===== config.mk =====
export PLATFORM = sky130hd
export DESIGN_NAME = frv_mem_arbiter
export DESIGN_NICKNAME = d
export VERILOG_FILES = /design/src/rtl/frv_mem_arbiter.sv
export SDC_FILE = /design/constraint.sdc
export NUM_CORES = 1
export LEC_CHECK = 0
export ABC_AREA = 0
export CORE_AREA = 2 2 124 126
export DETAILED_ROUTE_END_ITERATION = 7
export DIE_AREA = 0 0 126 128
export PLACE_DENSITY = 0.61
export SKIP_CTS_REPAIR_TIMING = 1
export SLEW_MARGIN = 40
export SYNTH_ARGS = -nofsm -noshare
export SYNTH_HDL_FRONTEND = slang
export SYNTH_SLANG_ARGS = --single-unit

===== constraint.sdc =====
create_clock -name g_clk -period 3.2 [get_ports g_clk]
set_input_delay 0.32 -clock g_clk [delete_from_list [all_inputs] [get_ports g_clk]]
set_output_delay 0.32 -clock g_clk [all_outputs]
set_load 0.01 [all_outputs]

===== src/rtl/frv_mem_arbiter.sv =====
// Round-robin arbiter sharing one downstream memory port between the imem and dmem requesters.
// Selection locks while a request stalls; an owner FIFO routes in-order responses back.
module frv_mem_arbiter #(
  parameter int unsigned MAX_OUTSTANDING = 2,
  parameter int unsigned DMEM_FIRST      = 1
) (
  input  logic        g_clk,
  input  logic        g_resetn,

  input  logic        imem_req,
  input  logic        imem_wen,
  input  logic [3:0]  imem_strb,
  input  logic [31:0] imem_wdata,
  input  logic [31:0] imem_addr,
  output logic        imem_gnt,
  output logic        imem_recv,
  input  logic        imem_ack,
  output logic        imem_error,
  output logic [31:0] imem_rdata,

  input  logic        dmem_req,
  input  logic        dmem_wen,
  input  logic [3:0]  dmem_strb,
  input  logic [31:0] dmem_wdata,
  input  logic [31:0] dmem_addr,
  output logic        dmem_gnt,
  output logic        dmem_recv,
  input  logic        dmem_ack,
  output logic        dmem_error,
  output logic [31:0] dmem_rdata,

  output logic        mem_req,
  output logic        mem_wen,
  output logic [3:0]  mem_strb,
  output logic [31:0] mem_wdata,
  output logic [31:0] mem_addr,
  input  logic        mem_gnt,
  input  logic        mem_recv,
  output logic        mem_ack,
  input  logic        mem_error,
  input  logic [31:0] mem_rdata,

  output logic        arb_fault
);

  localparam logic OwnImem = 1'b0;
  localparam logic OwnDmem = 1'b1;
  localparam logic LastGrantRst = (DMEM_FIRST != 0) ? OwnImem : OwnDmem;

  logic [3:0] owner_q, owner_d;
  logic [1:0] wr_ptr_q, wr_ptr_d;
  logic [1:0] rd_ptr_q, rd_ptr_d;
  logic [2:0] count_q, count_d;
  logic       lock_q, lock_d;
  logic       lock_owner_q, lock_owner_d;
  logic       last_grant_q, last_grant_d;

  logic win, sel_req, full, empty, head, push, pop;

  function automatic logic [1:0] ptr_inc(input logic [1:0] p);
    return (p == 2'(MAX_OUTSTANDING - 1)) ? 2'd0 : p + 2'd1;
  endfunction

  assign full  = (count_q == 3'(MAX_OUTSTANDING));
  assign empty = (count_q == 3'd0);
  assign head  = owner_q[rd_ptr_q];

  // Winner selection: frozen to the stalled requester, otherwise round-robin on contention.
  always_comb begin
    win = OwnImem;
    if (lock_q) begin
      win = lock_owner_q;
    end else if (imem_req && dmem_req) begin
      win = ~last_grant_q;
    end else if (dmem_req) begin
      win = OwnDmem;
    end
    sel_req = (win == OwnDmem) ? dmem_req : imem_req;
  end

  // Request channel
  always_comb begin
    mem_req   = sel_req && !full;
    mem_wen   = 1'b0;
    mem_strb  = 4'd0;
    mem_wdata = 32'd0;
    mem_addr  = 32'd0;
    if (mem_req) begin
      if (win == OwnDmem) begin
        mem_wen   = dmem_wen;
        mem_strb  = dmem_strb;
        mem_wdata = dmem_wdata;
        mem_addr  = dmem_addr;
      end else begin
        mem_wen   = imem_wen;
        mem_strb  = imem_strb;
        mem_wdata = imem_wdata;
        mem_addr  = imem_addr;
      end
    end
    imem_gnt = mem_req && mem_gnt && (win == OwnImem);
    dmem_gnt = mem_req && mem_gnt && (win == OwnDmem);
  end

  // Response channel: an unowned response is drained and flagged.
  always_comb begin
    imem_recv  = 1'b0;
    imem_error = 1'b0;
    imem_rdata = 32'd0;
    dmem_recv  = 1'b0;
    dmem_error = 1'b0;
    dmem_rdata = 32'd0;
    mem_ack    = 1'b0;
    arb_fault  = 1'b0;
    if (empty) begin
      mem_ack   = mem_recv;
      arb_fault = mem_recv;
    end else if (head == OwnDmem) begin
      dmem_recv  = mem_recv;
      dmem_error = mem_error;
      dmem_rdata = mem_rdata;
      mem_ack    = dmem_ack;
    end else begin
      imem_recv  = mem_recv;
      imem_error = mem_error;
      imem_rdata = mem_rdata;
      mem_ack    = imem_ack;
    end
  end

  always_comb begin
    push         = mem_req && mem_gnt;
    pop          = !empty && mem_recv && mem_ack;
    owner_d      = owner_q;
    wr_ptr_d     = wr_ptr_q;
    rd_ptr_d     = rd_ptr_q;
    count_d      = count_q;
    lock_d       = lock_q;
    lock_owner_d = lock_owner_q;
    last_grant_d = last_grant_q;
    if (push) begin
      owner_d[wr_ptr_q] = win;
      wr_ptr_d          = ptr_inc(wr_ptr_q);
      last_grant_d      = win;
      lock_d            = 1'b0;
    end else if (mem_req) begin
      lock_d       = 1'b1;
      lock_owner_d = win;
    end
    if (pop) begin
      rd_ptr_d = ptr_inc(rd_ptr_q);
    end
    if (push && !pop) begin
      count_d = count_q + 3'd1;
    end else if (pop && !push) begin
      count_d = count_q - 3'd1;
    end
  end

  always_ff @(posedge g_clk or negedge g_resetn) begin
    if (!g_resetn) begin
      owner_q      <= 4'd0;
      wr_ptr_q     <= 2'd0;
      rd_ptr_q     <= 2'd0;
      count_q      <= 3'd0;
      lock_q       <= 1'b0;
      lock_owner_q <= OwnImem;
      last_grant_q <= LastGrantRst;
    end else begin
      owner_q      <= owner_d;
      wr_ptr_q     <= wr_ptr_d;
      rd_ptr_q     <= rd_ptr_d;
      count_q      <= count_d;
      lock_q       <= lock_d;
      lock_owner_q <= lock_owner_d;
      last_grant_q <= last_grant_d;
    end
  end

endmodule


==> tab_implementation.tex <==
\begin{tabular}{lr}
\hline
Metric & Value \\
\hline
\multicolumn{2}{l}{\textbf{Place}} \\
Final HPWL DP & 10270 um \\
Count of port buffers added during placement & 320 \\
Placer's final routability congestion estimate & 0.7658 \\
\multicolumn{2}{l}{\textbf{Cells and area}} \\
Fraction of final layout cells sized beyond drive strength 1 & 2.958\% \\
Final layout net count & 892 \\
Diode count & 0 \\
Layout-stage area growth over the synthesis result & 153.1\% \\
Fillers & 1572 \\
Multi-input combinational cell area & 1723 um2 \\
Sequential cell area & 350.3 um2 \\
\multicolumn{2}{l}{\textbf{STA}} \\
Relative max-transition margin & 58.05\% \\
Final Hold Viols & 0 \\
Summed negative setup slack over all endpoints & 0 ns \\
Tmin final & 2.880 ns \\
Share of the cycle needed by the critical path after routing & 89.99\% \\
Unrepaired setup endpoints after global routing & no \\
Final-report max-slew violation count & 0 \\
Maximum achievable frequency & 0.3472 GHz \\
Transition time at the pin with the least slew margin & 0.6272 ns \\
Clock tree skew after final layout & 0.001543 ns \\
Endpoints failing setup & 0 \\
\multicolumn{2}{l}{\textbf{Yosys}} \\
Async set-reset flop share out of synthesis & 100.0\% \\
Number of cells produced by synthesis & 417 \\
Distinct cells, synth & 28 \\
Ys flop type & dfrtp\_1 \\
Top cells by instance count after synthesis & 175 x nand2\_1, 74 x a21oi\_1, 42 x nor2\_1 \\
Number of warnings reported in the yosys synthesis log & 0 \\
Most used standard cell by instance count after synthesis & nand2\_1 \\
Netlist area before placement & 2253 um2 \\
Top area cells in the synthesized netlist & nand2\_1 29\%, a21oi\_1 16\%, dfrtp\_1 16\% \\
Average footprint of a synthesized cell & 5.404 um2 \\
Total of flip-flops plus latches after synthesis & 14 \\
Synth top area share & 29.15\% \\
EDFF count, synth & 0 \\
Sequential-to-total area share from yosys stat & 15.55\% \\
Cell type with the largest total area after synthesis & nand2\_1 \\
Number of nets in the synthesized netlist & 598 \\
\multicolumn{2}{l}{\textbf{GRT}} \\
Antenna violations before repair & 0 \\
Aggregate global routing overflow & 0 \\
GRT Total Usage & 14.09\% \\
Met3 global-route usage & 2.880\% \\
Via count of the first global-routing pass & 3339 \\
Met2 Use GR & 25.62\% \\
Maximum number of pins on one net before global-route repair & 74 \\
Met1 GRT Util & 17.86\% \\
GRT busiest layer & met2 \\
Global-route wire length before repair & 18710 um \\
\multicolumn{2}{l}{\textbf{Floorplanning}} \\
Core region area & 14860 um2 \\
Die ar. & 16130 um2 \\
Initial Utilization & 15.16\% \\
Die Span X & 126 um \\
Die height & 128 um \\
Cell row count & 45 \\
Count of boundary I/O pins & 321 \\
\multicolumn{2}{l}{\textbf{Clock network}} \\
Clk pin slew, worst setup/hold paths & 0.05 ns \\
TritonCTS Sinks & 14 \\
Clock H-tree levels & 1 \\
TritonCTS clock tree & done \\
Library cell used as clock root buffer & clkbuf\_16 \\
Skew-Pair Late Insertion Delay & 0.24 ns \\
Longest Clk Path Bufs & 2 \\
Number of buffers inserted during clock tree synthesis & 3 \\
\multicolumn{2}{l}{\textbf{Critical path}} \\
Largest delay share family, worst path & buffers and inverters \\
Startpoint kind of the worst setup timing path & input port \\
Number of cells on the worst reg-to-reg path & 9 \\
Endpoint of the worst-slack reg-to-reg timing path & count\_q[2]\$\_DFFE\_PN0P\_ \\
Highest net fanout along the worst path & 51 \\
Worst stage delay on the critical path & 0.58 ns \\
Startpoint of the most critical register-to-register path & count\_q[0]\$\_DFFE\_PN0P\_ \\
Library cell contributing the largest single delay on the critical path & clkdlybuf4s50\_1 \\
CP Data Arrival Time & 2.56 ns \\
Classification of the worst setup path & input port to primary output \\
Buf+Inv Stages, Crit Path & 3 \\
Cell repeated most along the worst path & clkdlybuf4s50\_1 \\
Cell breakdown of the critical path & clkdlybuf4s50\_1, mux2i\_1, a221o\_2, buf\_4, a21oi\_1, clkdlybuf4s50\_1 \\
Critical path data required time & 2.88 ns \\
Worst setup slack for register-to-register paths & 0.60 ns \\
Endpoint type of the worst setup path & primary output \\
\multicolumn{2}{l}{\textbf{Route}} \\
Wire per inst & 14.52 um \\
Final antenna-violating net count & 0 \\
Drt first pass iters & 6 \\
Total wire length after detailed routing & 13040 um \\
Remaining DRCs & 0 \\
Number of vias per cell & 4.129 \\
Count of vias placed by the detailed router & 3708 \\
Number of DRC markers after the initial detailed-route iteration & 142 \\
\multicolumn{2}{l}{\textbf{Run status}} \\
Result of the run & completed \\
\multicolumn{2}{l}{\textbf{Power}} \\
Total power per unit cell area & 752.7 nW/um2 \\
Total power after layout & 4.294 mW \\
Cell leakage power & 2.437 nW \\
Peak supply drop & 0.3149 mV \\
\multicolumn{2}{l}{\textbf{Min path}} \\
Hold Path Class & input port to async pin \\
\multicolumn{2}{l}{\textbf{Flow run}} \\
Max-cap check violation count & 0 \\
\hline
\end{tabular}
-- flip-flops by register name, indices dropped and copies added (netlist names) --
register	cells
count_q	3
last_grant_q	1
lock_owner_q	1
lock_q	1
owner_q	4
rd_ptr_q	2
wr_ptr_q	2
-- layout by cell type (no fill, tap or decap) --
| cell type | count |
|---|---|
| clkdlybuf4s50_1 | 320 |
| o31ai_1 | 4 |
| dfrtp_1 | 14 |
| mux2_1 | 1 |
| and2_1 | 1 |
| ha_1 | 1 |
| xor2_1 | 2 |
| nand2_1 | 175 |
| a221o_2 | 1 |
| a21boi_0 | 1 |
| xnor2_1 | 2 |
| nor4_1 | 2 |
| or2_2 | 1 |
| mux2i_1 | 6 |
| clkbuf_16 | 3 |
| fa_1 | 1 |
| nor2_1 | 42 |
| and3_1 | 34 |
| buf_12 | 2 |
| clkbuf_8 | 1 |
| inv_1 | 6 |
| or3_2 | 1 |
| and4_1 | 1 |
| mux2i_4 | 1 |
| a21oi_1 | 74 |
| buf_4 | 5 |
| inv_2 | 1 |
| mux2_2 | 3 |
| o21ai_0 | 2 |
| a31o_2 | 1 |
| a31oi_4 | 1 |
-- through the flow --
stage	utilization, %	hold WS, ns	cells	worst slack, ns	instance area [um2]
finish	38.38	0.4767	898	0.3202	5704
global route	38.38	0.5143	898	0.2250	5704
CTS	38.38	0.4864	898	0.2888	5704
detailed placement	37.78	0.4784	894	0.3009	5615
global placement	37.78	0.4709	894	0.3260	5615
floorplan	-	0.02441	417	0.9030	2253
-- power by group --
part | internal, mW | switching, mW | leakage, nW | total (mW)
Sequential | 0.253 | 0.0705 | 0.175 | 0.323
Clock | 0.189 | 0.0653 | 0.0442 | 0.254
Combinational | 1.90 | 1.82 | 2.22 | 3.72
-- final cells by class --
type	count	share of cell area (%)
Timing Repair Buffer	327	57.51
Tap cell	188	4.124
Multi-Input combinational cell	358	30.20
Sequential cell	14	6.142
Clock buffer	4	1.557
Inverter	7	0.4606
-- routing by layer --
| metal | vias up | part of all wire (%) |
|---|---|---|
| met5 | - | 0 |
| met4 | 0 | 0.84 |
| met3 | 8 | 5.9 |
| met2 | 116 | 52 |
| met1 | 1638 | 42 |
| li1 | 1946 | - |
-- logic make-up (layout without fill, tap and decap cells) --
group	Yosys count	in the layout	synth area share, %
AOI/OAI and AO/OA	84	84	20.32
xor gates and xnor gates	4	4	1.555
buffers and inverters	45	338	8.106
DFF	14	14	15.55
muxes	11	11	5.663
and+or+nand+nor	257	257	47.36
adders and majority gates	2	2	1.444
-- worst max path at each step --
stage | from | to | cells after the start | slack [ns]
2_1_floorplan | rd_ptr_q[1]$_DFFE_PN0P_ | count_q[1]$_DFFE_PN0P_ | 8 | 0.90
3_3_place_gp | dmem_req | mem_wdata[2] | 6 | 0.33
3_5_place_dp | dmem_req | mem_wdata[2] | 6 | 0.30
4_1_cts | dmem_req | mem_wdata[2] | 6 | 0.29
5_1_grt | dmem_req | mem_wdata[2] | 6 | 0.22
6_report | dmem_req | mem_wdata[2] | 6 | 0.32
No activity file was read; power rests on OpenSTA's default activity.
